--- src/rtl/taillight_sequencer.sv ---
`default_nettype none
// ============================================================================
//  Module      : taillight_sequencer
//  Description : Sequential tail-light controller for two banks of LAMPS
//                lamps. Each sequence step lasts STEP_CYCLES clocks. It
//                supports turn, brake, combined turn+brake and an optional
//                hazard mode. All outputs are registered, so an input
//                sampled on an edge is visible on the outputs after that
//                same edge.
//
//  Parameters  : LAMPS        lamps per side (2..16)
//                STEP_CYCLES  clock cycles per sequence step (1..65535)
//
//  Ports       : clk                      rising-edge clock
//                rst                      synchronous active-high reset
//                turn_left / turn_right   level-sensitive turn requests
//                brake                    level-sensitive brake request
//                hazard                   hazard request (see macro below)
//                left_taillight_control   left bank, bit 0 innermost
//                right_taillight_control  right bank, bit 0 innermost
//                seq_wrap                 1-cycle pulse when the sequence
//                                         re-enters phase 0 from the off
//                                         phase
//
//  Build macro : TAILLIGHT_HAZARD_EN  when defined, either `hazard` or both
//                                     turn inputs together select HAZARD
//                                     mode. When it is not defined,
//                                     `hazard` is ignored and both turn
//                                     inputs together give IDLE.
//
//  Revision    : 1.0  initial parametrised release
// ============================================================================
module taillight_sequencer #(
    parameter int LAMPS       = 3,
    parameter int STEP_CYCLES = 5
) (
    input  logic             clk,
    input  logic             rst,
    input  logic             turn_left,
    input  logic             turn_right,
    input  logic             brake,
    input  logic             hazard,
    output logic [LAMPS-1:0] left_taillight_control,
    output logic [LAMPS-1:0] right_taillight_control,
    output logic             seq_wrap
);

    // Counter widths are at least one bit, so STEP_CYCLES = 1 still works.
    localparam int c_c_w = (STEP_CYCLES > 1) ? $clog2(STEP_CYCLES) : 1;
    localparam int c_p_w = ($clog2(LAMPS + 1) > 0) ? $clog2(LAMPS + 1) : 1;

    localparam logic [c_c_w-1:0] c_c_last = c_c_w'(STEP_CYCLES - 1);
    localparam logic [c_p_w-1:0] c_p_last = c_p_w'(LAMPS);

    typedef enum logic [1:0] {
        MODE_IDLE   = 2'd0,
        MODE_LEFT   = 2'd1,
        MODE_RIGHT  = 2'd2,
        MODE_HAZARD = 2'd3
    } mode_t;

    mode_t            r_mode;
    logic [c_p_w-1:0] r_p;
    logic [c_c_w-1:0] r_c;
    logic [LAMPS-1:0] r_left;
    logic [LAMPS-1:0] r_right;
    logic             r_wrap;

    mode_t            w_mode_nxt;
    logic [c_p_w-1:0] w_p_nxt;
    logic [c_c_w-1:0] w_c_nxt;
    logic             w_wrap_nxt;
    logic [LAMPS-1:0] w_turn_pat;
    logic [LAMPS-1:0] w_brake_pat;
    logic [LAMPS-1:0] w_seq_pat;
    logic [LAMPS-1:0] w_solid;
    logic [LAMPS-1:0] w_left_nxt;
    logic [LAMPS-1:0] w_right_nxt;

`ifndef TAILLIGHT_HAZARD_EN
    // The port is kept for a uniform interface but has no effect in this build.
    logic w_hazard_unused;
    assign w_hazard_unused = hazard;
`endif

    // ------------------------------------------------------------------
    // State register: mode, phase/cycle counters and registered outputs
    // ------------------------------------------------------------------
    always_ff @(posedge clk) begin
        if (rst) begin
            r_mode  <= MODE_IDLE;
            r_p     <= '0;
            r_c     <= '0;
            r_left  <= '0;
            r_right <= '0;
            r_wrap  <= 1'b0;
        end else begin
            r_mode  <= w_mode_nxt;
            r_p     <= w_p_nxt;
            r_c     <= w_c_nxt;
            r_left  <= w_left_nxt;
            r_right <= w_right_nxt;
            r_wrap  <= w_wrap_nxt;
        end
    end

    // ------------------------------------------------------------------
    // Next mode, by priority
    // ------------------------------------------------------------------
    always_comb begin
        w_mode_nxt = MODE_IDLE;
`ifdef TAILLIGHT_HAZARD_EN
        if (hazard)
            w_mode_nxt = MODE_HAZARD;
        else if (turn_left && turn_right)
            w_mode_nxt = MODE_HAZARD;
`else
        if (turn_left && turn_right)
            w_mode_nxt = MODE_IDLE;
`endif
        else if (turn_left)
            w_mode_nxt = MODE_LEFT;
        else if (turn_right)
            w_mode_nxt = MODE_RIGHT;
        else
            w_mode_nxt = MODE_IDLE;
    end

    // ------------------------------------------------------------------
    // Phase / cycle counters. A mode change takes precedence over a
    // pending wrap, so a new mode always starts cleanly at phase 0
    // without a wrap pulse.
    // ------------------------------------------------------------------
    always_comb begin
        w_p_nxt    = r_p;
        w_c_nxt    = r_c;
        w_wrap_nxt = 1'b0;
        if ((w_mode_nxt != r_mode) || (w_mode_nxt == MODE_IDLE)) begin
            w_p_nxt = '0;
            w_c_nxt = '0;
        end else if (r_c == c_c_last) begin
            w_c_nxt = '0;
            if (r_p == c_p_last) begin
                w_p_nxt    = '0;
                w_wrap_nxt = 1'b1;
            end else begin
                w_p_nxt = r_p + c_p_w'(1);
            end
        end else begin
            w_c_nxt = r_c + c_c_w'(1);
        end
    end

    // ------------------------------------------------------------------
    // Lamp patterns for the phase being entered. The turn pattern grows
    // outward from bit 0. The brake pattern shrinks toward the outer
    // lamp. The last phase (p == LAMPS) is dark for both patterns.
    // ------------------------------------------------------------------
    always_comb begin
        w_turn_pat  = '0;
        w_brake_pat = '0;
        if (w_p_nxt != c_p_last) begin
            for (int i = 0; i < LAMPS; i++) begin
                w_turn_pat[i]  = (c_p_w'(i) <= w_p_nxt);
                w_brake_pat[i] = (c_p_w'(i) >= w_p_nxt);
            end
        end
    end

    assign w_seq_pat = brake ? w_brake_pat : w_turn_pat;
    assign w_solid   = brake ? {LAMPS{1'b1}} : {LAMPS{1'b0}};

    always_comb begin
        w_left_nxt  = w_solid;
        w_right_nxt = w_solid;
        case (w_mode_nxt)
            MODE_LEFT: begin
                w_left_nxt  = w_seq_pat;
                w_right_nxt = w_solid;
            end
            MODE_RIGHT: begin
                w_left_nxt  = w_solid;
                w_right_nxt = w_seq_pat;
            end
            MODE_HAZARD: begin
                w_left_nxt  = w_seq_pat;
                w_right_nxt = w_seq_pat;
            end
            default: begin
                w_left_nxt  = w_solid;
                w_right_nxt = w_solid;
            end
        endcase
    end

    assign left_taillight_control  = r_left;
    assign right_taillight_control = r_right;
    assign seq_wrap                = r_wrap;

endmodule
`default_nettype wire

--- config.mk ---
export PLATFORM = sky130hd
export DESIGN_NAME = taillight_sequencer
export DESIGN_NICKNAME = d
export VERILOG_FILES = /design/src/rtl/taillight_sequencer.sv
export SDC_FILE = /design/constraint.sdc
export NUM_CORES = 1
export LEC_CHECK = 0
export ABC_AREA = 1
export CORE_MARGIN = 4
export CORE_UTILIZATION = 44
export CTS_CLUSTER_DIAMETER = 40
export DETAILED_ROUTE_END_ITERATION = 8
export GPL_ROUTABILITY_DRIVEN = 0
export PLACE_DENSITY = 0.71
export SETUP_SLACK_MARGIN = 0.2
export SLEW_MARGIN = 5
export SYNTH_ARGS = -nofsm -noshare
export SYNTH_HDL_FRONTEND = slang
export SYNTH_SLANG_ARGS = --single-unit
--- constraint.sdc ---
create_clock -name clk -period 1.6 [get_ports clk]
set_input_delay 0.16 -clock clk [delete_from_list [all_inputs] [get_ports clk]]
set_output_delay 0.16 -clock clk [all_outputs]
set_load 0.01 [all_outputs]
==> flow_summary.toml <==
[finish]
final_nets = 150
multiInputGateArea_um2 = 502
utilization_pct = 78.5
layout_commonest_cell = "buf_4"
final_area_um2 = 1200
area_growth_pct = 64.8
seq_area_um2 = 283
insertedDiodeCount = 0
final_cell_count_no_fill = 148
nFillCells = 101
layout_common_cells = "buf_4 (23), inv_1 (13), dfxtp_1 (12), nand2_1 (10), nand2_2 (10)"
drive_above_1_share_pct = 51.5

[worst_hold_path]
hold_start = "turn_right"
min_path_type = "in2reg"
holdPathEnd = "r_mode[1]$_SDFF_PP0_"
holdPathStages = 5

[sta]
post-route-min-period_ns = 1.77
worstMarginPinSlew_ns = 0.264
final_max_slew_viol_count = 0
fin_ws_ns = -0.173
hold_viol = 0
setup_viol = 4
timing.hold.ws_ns = 0.573
max-slew-margin-rel_pct = 82.3
fmax_mhz = 564
fin_crit_sh_pct = 111
fin_skew_ns = 0.0107
grt_setup_unrepaired = "true"

[synth]
synthCells = 95
synth_top_area_share_pct = 38.6
synth_seq_area_share_pct = 38.6
synthSimpleGateAreaFrac_pct = 26.0
synthMuxAreaShare_pct = 0
synth_xor_area_share_pct = 1.21
synth_top_family_by_area = "simple AND/OR/NAND/NOR gates"
synth_nets = 111
synth-adder-area-share_pct = 17.2
yosys.area.top_type = "dfxtp_1"
synth_area_per_cell_um2 = 7.64
synth-compound-area-share_pct = 6.03
ys_warn_count = 0
synth.ff_latch_count = 14
synth_area_um2 = 726
synth_area_leaders = "dfxtp_1 (39%), ha_1 (17%), inv_1 (9.8%)"
yosys.cell_types.count = 18

[die]
rows = 14
core_area_um2 = 1520
ioPinCount = 13
start_util_pct = 47.6
dieWidth_um = 48.6
die_area_um2 = 2360
fp.dieH_um = 48.6

[global_routing]
first_global_vias = 628
antenna_found_initial = 0
grt_max_degree = 8
gr-total-overflow = 0
grtUsageTotal_pct = 12.5
grt_pass1_wl_um = 2370

[detailed_routing]
final_antenna_net_count = 0
avgRoutedWirePerCell_um = 12.5
via_per_inst = 4.96
first_iter_violations = 2
wl_um = 1850
vias = 734
route.detailed.drc = 0
drtPass1Iterations = 4

[power]
ir_drop_uv = 378
p_leak_nw = 0.535
power_uw = 708
power_density_nw_per_um2 = 592

[setup_path]
crit_fanout = 4
cp_data_required_time_ns = 1.77
crit_path_end_kind = "flip-flop"
crit_type = "reg2reg"
reg2reg_to = "right_taillight_control[1]$_SDFF_PP0_"
ff2ff_setup_slack_ns = -0.17
cpMostUsedCell = "nand2_2"
cp-start-kind = "flip-flop"
r2r_cells = 14
worstPathArrival_ns = 1.95
path_cells = "inv_2 -> ha_4 -> nand2_4 -> buf_4 -> nand2_2 -> nand2_2 -> nand3_4 -> ha_4 -> inv_1 -> nand4_1 -> nand2_1 -> nand2_2 -> nand2_2 -> a21oi_2"
r2r-start = "r_c[1]$_SDFF_PP0_"
max_stage_delay_ns = 0.35
crit_path_top_delay_cell = "dfxtp_2"

[clock_tree]
path_clk_slew_ns = 0.08
cts_buffers = 3
clkSinkCount = 14
htreeDepth = 1
clockRootBuffer = "clkbuf_4"
worstSkewPairLatency_ns = 0.28
cts_tree = "yes"
clk_path_buf_depth = 2
hold_buffers = 0

[place]
dp_hpwl_um = 1060
placed_area_um2 = 1000
placed_cells = 137
io_buffers = 11

[run_status]
violations = "negative setup slack"
run_status = "finished, violations left"

[flow_run]
drv_cap = 0
-- stage by stage --
| step | setup TNS, ns | setup slack, ns |
|---|---|---|
| 3_3_place_gp | -2.94 | -0.488 |
| 5_1_grt | -0.756 | -0.236 |
| 2_1_floorplan | -0.0289 | -0.0145 |
| 4_1_cts | -0.114 | -0.0675 |
| 6_report | -0.477 | -0.173 |
| 3_5_place_dp | -3.43 | -0.522 |
-- synthesized netlist by cell type --
cell / count
dfxtp_1: 14
nand2_2: 3
o21ai_0: 1
inv_2: 1
nand4_1: 1
xnor2_1: 1
nor2_1: 10
nand2_1: 18
nor2_4: 1
nor3_1: 1
clkbuf_1: 1
or2_2: 2
ha_1: 10
nand3_2: 1
inv_1: 19
nand3_1: 4
a21oi_1: 6
o21ai_2: 1
-- where the power goes --
part           total, mW  internal (mW)  switching (mW)
registers          0.368          0.363         0.00467
logic              0.143         0.0710          0.0719
clock network      0.197         0.0874           0.110
total              0.708          0.521           0.186
-- logic make-up (layout without fill, tap and decap cells) --
group                    after synthesis  count (layout)
AND/OR/NAND/NOR                       41              41
XOR/XNOR                               1               1
flip-flops                            14              14
buffers and inverters                 21              58
AO/OA/AOI/OAI                          8               8
adder cells (fa/ha/maj)               10              10
-- worst max-delay path, delay by kind of cell (launching register included) --
kind                     cells  cell delay, ns
flip-flops                   1            0.35
buffers and inverters        3            0.22
adder cells (fa/ha/maj)      2            0.36
AO/OA/AOI/OAI                1            0.05
AND/OR/NAND/NOR              8            0.69
-- how the worst max path moves through the flow --
stage / start / endpoint / slack [ns] / depth (start not counted)
2_1_floorplan: r_c[0]$_SDFF_PP0_ / right_taillight_control[1]$_SDFF_PP0_ / -0.01 / 13
3_3_place_gp: turn_left / right_taillight_control[1]$_SDFF_PP0_ / -0.49 / 14
3_5_place_dp: turn_left / right_taillight_control[1]$_SDFF_PP0_ / -0.52 / 14
4_1_cts: r_c[1]$_SDFF_PP0_ / right_taillight_control[1]$_SDFF_PP0_ / -0.07 / 13
5_1_grt: r_c[1]$_SDFF_PP0_ / left_taillight_control[1]$_SDFF_PP0_ / -0.24 / 14
6_report: r_c[1]$_SDFF_PP0_ / right_taillight_control[1]$_SDFF_PP0_ / -0.17 / 14
-- cell type report --
class / instances / share of cell area, %
clock buffer: 3 / 1.88
inverter: 20 / 6.49
multi-input combinational: 60 / 41.9
sequential: 14 / 23.6
tap: 16 / 1.67
timing repair buffer: 35 / 24.4
-- what timing repair did --
action                                  in CTS  in global routing
setup buffers                                5                  3
resized for setup                           14                 19
pin swaps                                   12                  9
endpoints found under the setup margin      11                 12
-- state kept, by name (all words and copies together) (netlist names) --
signal / count
left_taillight_control: 3
r_c: 3
r_mode: 2
r_p: 2
right_taillight_control: 3
seq_wrap: 1
-- layer usage --
metal,wire length (um),part of all wire [%],up-vias,track usage (%)
met4,34,1.8,0,6.73
met3,67,3.6,8,2.76
met2,977,53,17,22.0
li1,-,-,365,-
met5,0,0,-,0
met1,772,42,344,13.6
Power figures use the tool's default switching activity.
